<file path="src/rtl/vme_slave_ctrl.sv">
// VME A16/D16 slave cycle controller.
// Synchronises the asynchronous bus strobes, qualifies AM code and board base,
// latches the cycle address for the register decoder, issues one-cycle
// read/write strobes and answers the master with DTACK* or BERR*.
module vme_slave_ctrl #(
  parameter logic [7:0] BASE_HI = 8'h7C,
  parameter logic [5:0] AM_SUP  = 6'h2D,
  parameter logic [5:0] AM_USR  = 6'h29,
  parameter logic [7:0] TIMEOUT = 8'd255
) (
  input  logic        CLK,
  input  logic        RST,
  input  logic [15:0] VME_A,
  input  logic [5:0]  VME_AM,
  input  logic        VME_AS_N,
  input  logic        VME_DS0_N,
  input  logic        VME_DS1_N,
  input  logic        VME_WRITE_N,
  output logic        VME_DTACK_N,
  output logic        VME_BERR_N,
  output logic [15:0] ADDR,
  input  logic        REG_HIT,
  output logic        RD_STB,
  output logic        WR_STB,
  input  logic        REG_ACK,
  output logic        BUSY
);

  typedef enum logic [2:0] {
    S_IDLE, S_IGNORE, S_DECODE, S_ACCESS, S_ACK, S_ERR, S_RELEASE
  } state_t;

  state_t      r_state;
  logic [3:0]  r_sync_m;   // {AS, DS0, DS1, WRITE} first stage
  logic [3:0]  r_sync_s;   // second stage, safe to use
  logic [15:0] r_addr;
  logic        r_wr;
  logic        r_dtack_n;
  logic        r_berr_n;
  logic        r_rd_stb;
  logic        r_wr_stb;
  logic [7:0]  r_cnt;

  logic w_as_s;
  logic w_ds_act;
  logic w_write_s;
  logic w_match;
  logic w_tmo;
  logic w_unused;

  assign w_as_s    = r_sync_s[3];
  assign w_ds_act  = ~r_sync_s[2] | ~r_sync_s[1];
  assign w_write_s = r_sync_s[0];
  // Address/AM are stable while AS is low, so they are used unsynchronised.
  assign w_match   = ((VME_AM == AM_SUP) || (VME_AM == AM_USR)) &&
                     (VME_A[15:8] == BASE_HI);
  assign w_tmo     = (r_cnt == (TIMEOUT - 8'd1));
  assign w_unused  = VME_A[0];

  // Two-flop synchronisers for the asynchronous bus strobes (idle high).
  always_ff @(posedge CLK) begin
    if (RST) begin
      r_sync_m <= '1;
      r_sync_s <= '1;
    end else begin
      r_sync_m <= {VME_AS_N, VME_DS0_N, VME_DS1_N, VME_WRITE_N};
      r_sync_s <= r_sync_m;
    end
  end

  // Cycle FSM with registered bus responses and register-file strobes.
  always_ff @(posedge CLK) begin
    if (RST) begin
      r_state   <= S_IDLE;
      r_addr    <= '0;
      r_wr      <= 1'b0;
      r_dtack_n <= 1'b1;
      r_berr_n  <= 1'b1;
      r_rd_stb  <= 1'b0;
      r_wr_stb  <= 1'b0;
      r_cnt     <= '0;
    end else begin
      r_rd_stb <= 1'b0;
      r_wr_stb <= 1'b0;
      case (r_state)
        S_IDLE: begin
          if (!w_as_s && w_ds_act) begin
            r_addr  <= {VME_A[15:1], 1'b0};
            r_wr    <= ~w_write_s;
            r_state <= w_match ? S_DECODE : S_IGNORE;
          end
        end
        S_IGNORE: begin
          if (w_as_s) r_state <= S_IDLE;
        end
        S_DECODE: begin
          r_cnt <= '0;
          if (w_as_s) begin
            r_state <= S_IDLE;
          end else if (REG_HIT) begin
            r_rd_stb <= ~r_wr;
            r_wr_stb <= r_wr;
            r_state  <= S_ACCESS;
          end else begin
            r_berr_n <= 1'b0;
            r_state  <= S_ERR;
          end
        end
        // The timeout compare looks one count ahead so BERR* lands exactly
        // TIMEOUT cycles after the strobe; REG_ACK is tested first so it wins.
        S_ACCESS: begin
          if (w_as_s) begin
            r_cnt   <= '0;
            r_state <= S_IDLE;
          end else if (REG_ACK) begin
            r_cnt     <= '0;
            r_dtack_n <= 1'b0;
            r_state   <= S_ACK;
          end else if (w_tmo) begin
            r_cnt    <= '0;
            r_berr_n <= 1'b0;
            r_state  <= S_ERR;
          end else begin
            r_cnt <= r_cnt + 8'd1;
          end
        end
        S_ACK: begin
          if (!w_ds_act) begin
            r_dtack_n <= 1'b1;
            r_state   <= S_RELEASE;
          end
        end
        S_ERR: begin
          if (!w_ds_act) begin
            r_berr_n <= 1'b1;
            r_state  <= S_RELEASE;
          end
        end
        S_RELEASE: begin
          if (w_as_s) r_state <= S_IDLE;
        end
        default: r_state <= S_IDLE;
      endcase
    end
  end

  assign VME_DTACK_N = r_dtack_n;
  assign VME_BERR_N  = r_berr_n;
  assign ADDR        = r_addr;
  assign RD_STB      = r_rd_stb;
  assign WR_STB      = r_wr_stb;
  assign BUSY        = (r_state != S_IDLE);

endmodule

</file>
<file path="config.mk">
export PLATFORM = sky130hd
export DESIGN_NAME = vme_slave_ctrl
export DESIGN_NICKNAME = d
export VERILOG_FILES = /design/src/rtl/vme_slave_ctrl.sv
export SDC_FILE = /design/constraint.sdc
export NUM_CORES = 1
export LEC_CHECK = 0
export ABC_AREA = 1
export CORE_MARGIN = 1.5
export CORE_UTILIZATION = 40
export DETAILED_ROUTE_END_ITERATION = 8
export GPL_TIMING_DRIVEN = 0
export PLACE_DENSITY = 0.7
export RECOVER_POWER = 25
export SYNTH_ARGS = -nofsm -noshare
export SYNTH_HDL_FRONTEND = slang
export SYNTH_SLANG_ARGS = --single-unit
</file>
<file path="constraint.sdc">
create_clock -name CLK -period 1.5 [get_ports CLK]
set_input_delay 0.225 -clock CLK [delete_from_list [all_inputs] [get_ports CLK]]
set_output_delay 0.225 -clock CLK [all_outputs]
set_load 0.02 [all_outputs]
</file>
After elaboration in Yosys (flattened, before gate mapping)
Cells that the tools add are included.
- bits in registers: 39
- output and inout port bits: 21
- logic and storage cells: 80
- add/subtract/negate cells: 1
- equal/unequal tests: 22
- multiplexer cells: 24
- bitwise operators: 7
- reductions and logical operators: 16
- operators by type and width (operator ; count):
    3-bit 2-to-1 mux ; 8
    8-bit 2-to-1 mux ; 3
    2-bit inequality test (second input constant) ; 10
    8-bit one-hot mux with 2 select lines ; 1
    3-bit one-hot mux with 5 select lines ; 1
    6-bit equality test (second input constant) ; 2
    3-bit equality test (second input constant) ; 3
    8-bit by 1-bit adder with 8-bit output (second input constant) ; 1
    8-bit by 7-bit equality test with 1-bit output (second input constant) ; 1
    8-bit equality test (second input constant) ; 1
    1-bit 2-to-1 mux ; 8
    4-bit AND reduction ; 2
    7-bit AND reduction ; 1
    3-bit by 2-bit equality test with 1-bit output (second input constant) ; 2
    1-bit inverter ; 6
    3-bit nonzero test ; 2
    4-bit inequality test (second input constant) ; 1
    2-bit nonzero test ; 2
    2-bit OR reduction ; 2
    4-bit OR reduction ; 1
    3-bit by 1-bit equality test with 1-bit output (second input constant) ; 1
    3-bit logical NOT ; 1
    1-bit one-hot mux with 3 select lines ; 1
    1-bit logical AND ; 2
    7 further kinds ; 7

Logic depth before layout (Yosys ltp)
- word-level depth: 6
- mapped depth: 11
- depth with buffers taken out: 11

Worst setup path before layout
No wires, ideal clock.
- path type: register to register
- start point: register r_state[1]
- end point: register r_addr[12] (netlist: ADDR[12])
- setup time: 116 ps
- arrival: 1235 ps
- data required time: 1384 ps
- setup slack: 149 ps
- stages on the path, launching flop included: 10
- buffers on the path: 3
- clock period less this slack: 1351 ps
- cells stage by stage: dfxtp_1 > buf_2 > nor3_4 > inv_2 > nor2_2 > buf_4 > inv_2 > buf_6 > nor2_2 > nor2_1
- longest elaborated chain between the ends: 2
- RTL lines (what ; line ; source):
    start: declaration ; 33 ; state_t r_state;
    start signal: assignment ; 90 ; r_state <= w_match ? S_DECODE : S_IGNORE;
    3-bit logical NOT ; 85 ; case (r_state)
    2-bit AND reduction (no line) ; - ;
    end signal: assignment ; 88 ; r_addr <= {VME_A[15:1], 1'b0};
    end: declaration ; 36 ; logic [15:0] r_addr;
No other way between the ends.
A chain may end at the register's enable or synchronous reset.

Worst setup path after layout
- start point: register r_addr[15] (netlist: ADDR[15])
- end point: output port ADDR[15]
- RTL lines (what ; line ; source):
    end: declaration ; 21 ; output logic [15:0] ADDR,
No word-level cell between the ends.

==> reports/metrics.cfg <==
[timing]
finalWorstSetupSlack_ns = 0.03806
timing.final.crit_share_pct = 97.46
fmax_ghz = 0.6840
final_max_slew_viol_count = 0
hold_viol_final = 0
setup_viol = 0
period_minus_slack_ns = 1.462
fin_worst_skew_ns = 0.003333
grt_setup_unrepaired = yes

[synthesis]
synth_top_flop_cell = dfxtp_1
synth_nets = 266
syn_area_per_cell_um2 = 7.299
synth_warnings = 0
synthMostInstantiatedCell = nand2_1
syn_area_um2 = 1708
synth_largest_area_cell = dfxtp_1
async_flop_share_pct = 0
yosysUniqueCellTypes = 26
seq_area_frac_synth_pct = 45.71
synth_top_area_share_pct = 45.71
synth-edff-count = 0
yosys-top-cells-area = dfxtp_1 46%, nand2_1 11%, nor2_1 8.6%
synth-seq-cells = 39
synthCells = 234
synth_commonest_cells = 50 x nand2_1, 39 x dfxtp_1, 39 x nor2_1

[setup_path]
slowest_delay_ns = 0.62
crit_buf_inv = 1
r2r-start = r_state[2]
crit_slowest_cell = clkdlybuf4s50_1
worst-path-stages = 1
rrSetupSlack_ns = 0.10
critPathLaunch = ADDR[15]
endpoint = ADDR[15]
reg2reg_depth = 7
cp_max_fo = 2
worst_setup_path_end_kind = output pin
critical_path.startpoint_type = register
path_class = register to output pin
crit_chain = clkdlybuf4s50_1
r2r_end = r_cnt[0]
critical_path.top_delay_family = buffers and inverters
worstPathRequired_ns = 1.27
crit_arrival_ns = 1.24

[floorplan]
dieArea_um2 = 4671
fp-row-count = 23
ios = 51
coreArea_um2 = 4058
die_w_um = 68.35
start_util_pct = 42.09
die_y_um = 68.35

[routing]
dr.pass1.iters = 4
drc = 0
vias = 1630
drt-initial-drc-count = 89
wire_per_inst_um = 11.21
totalWireLength_um = 3833
viasPerCell = 4.766
drtAntennaViolNets = 0

[final_layout]
diodes = 0
syn2layout_area_growth_pct = 37.73
finalNetCount = 323
drive_above_1_share_pct = 17.47
instances_no_fill = 342

[power]
leakage_uw = 0.0009539
pwr_density_cell_nw_per_um2 = 1140
vdd_drop_max_mv = 0.6528

[clock_tree]
cts-root-buf = clkbuf_8
hold_buffers = 0
tritoncts = done
clk_path_buf_depth = 2
clkTransAtPathRegs_ns = 0.07
htreeDepth = 2
cts.sinks = 39
clock_latency_ns = 0.28
cts_buffers = 5

[placed_design]
place_worst_setup_slack_ns = -0.1347
port-buffer-count = 47
place_hpwl_um = 2784
dp.cells = 331
gp_congestion = 0.8987

[grt]
grt_pass1_wl_um = 6444
grt_usage_pct = 18.38
gr-total-overflow = 0
antenna_found_initial = 0
grt_max_degree = 12
grt_pass1_vias = 1488

[run]
maxCapViolCount = 0

[outcome]
status = finished, final reports clean

[hold_path]
worstHoldPathType = register to register

placed cells by master, fill, tap and decap left out, drive strengths merged:
cell type / count
a21oi: 11
buf: 10
clkbuf: 11
clkdlybuf4s50: 44
clkinv: 1
conb: 1
dfxtp: 39
ha: 2
inv: 20
nand2: 51
nand3: 8
nand4: 3
nor2: 50
nor3: 4
o21ai: 24
o21bai: 1
o41ai: 1
or2: 8
xor2: 3
where the power goes:
part / switching, µW / internal, µW / leakage, µW
Clock: 348 / 326 / 0.0000422
Sequential: 76.1 / 1110 / 0.000318
Combinational: 475 / 343 / 0.000593
Total: 899 / 1780 / 0.000954
final cells by class:
cell class	count	area, µm²
inverters	20	75.07
fillers	408	1705
multi-input cells	167	819.5
plain buffers	8	53.80
clock inverters	1	5.005
flip-flops and latches	39	784.5
repair buffers	50	475.5
well taps	50	62.56
clock buffers	7	76.32
worst min path at each step:
| stage | start | to | slack [ns] | depth (start not counted) |
|---|---|---|---|---|
| floorplan | VME_WRITE_N | r_sync_m[0] | 0.33 | 1 |
| global placement | r_sync_s[0] | r_wr | 0.39 | 1 |
| detailed placement | r_sync_m[0] | r_sync_s[0] | 0.39 | 1 |
| CTS | r_sync_s[0] | r_wr | 0.41 | 1 |
| global route | r_sync_m[3] | r_sync_s[3] | 0.43 | 1 |
| finish | r_sync_m[1] | r_sync_s[1] | 0.41 | 1 |
metrics by stage:
stage | hold WS [ns] | instance area (µm²) | total power (µW) | utilization (%) | TNS (ns)
after global routing | 0.4321 | 2352 | 2857 | 57.97 | -0.03214
final | 0.4096 | 2352 | 2682 | 57.97 | 0
after CTS | 0.4102 | 2328 | 2635 | 57.39 | 0
after floorplan | 0.3288 | 1708 | 1685 | - | 0
after detailed placement | 0.3932 | 2241 | 1945 | 55.23 | -1.209
after global placement | 0.3908 | 2241 | 1934 | 55.23 | -0.9574
sequential cells by signal, indices dropped and copies added (netlist names), 3 cells and up:
register,flops
ADDR,15
r_cnt,8
r_state,3
r_sync_m,4
r_sync_s,4
cell families after synthesis:
family / synth area share [%]
AND/OR/NAND/NOR: 32.45
flip-flops: 45.71
AO/OA/AOI/OAI: 11.43
buffers and inverters: 7.179
XOR/XNOR: 1.539
adder cells (fa/ha/maj): 1.465
other: 0.2196
metal layers:
metal  global-route usage [%]  share of wire [%]
met3                    5.757                4.3
met2                    30.34                 49
met4                    5.750                1.5
met1                    22.74                 45
met5                        0                  0
what timing repair did:
item | in CTS | in global routing
setup buffers | 1 | 2
cloned | 0 | 0
gates resized for setup | 5 | 12
pin swaps | 1 | 2
endpoints found under the setup margin | 1 | 22
Power figures use the tool's default switching activity.
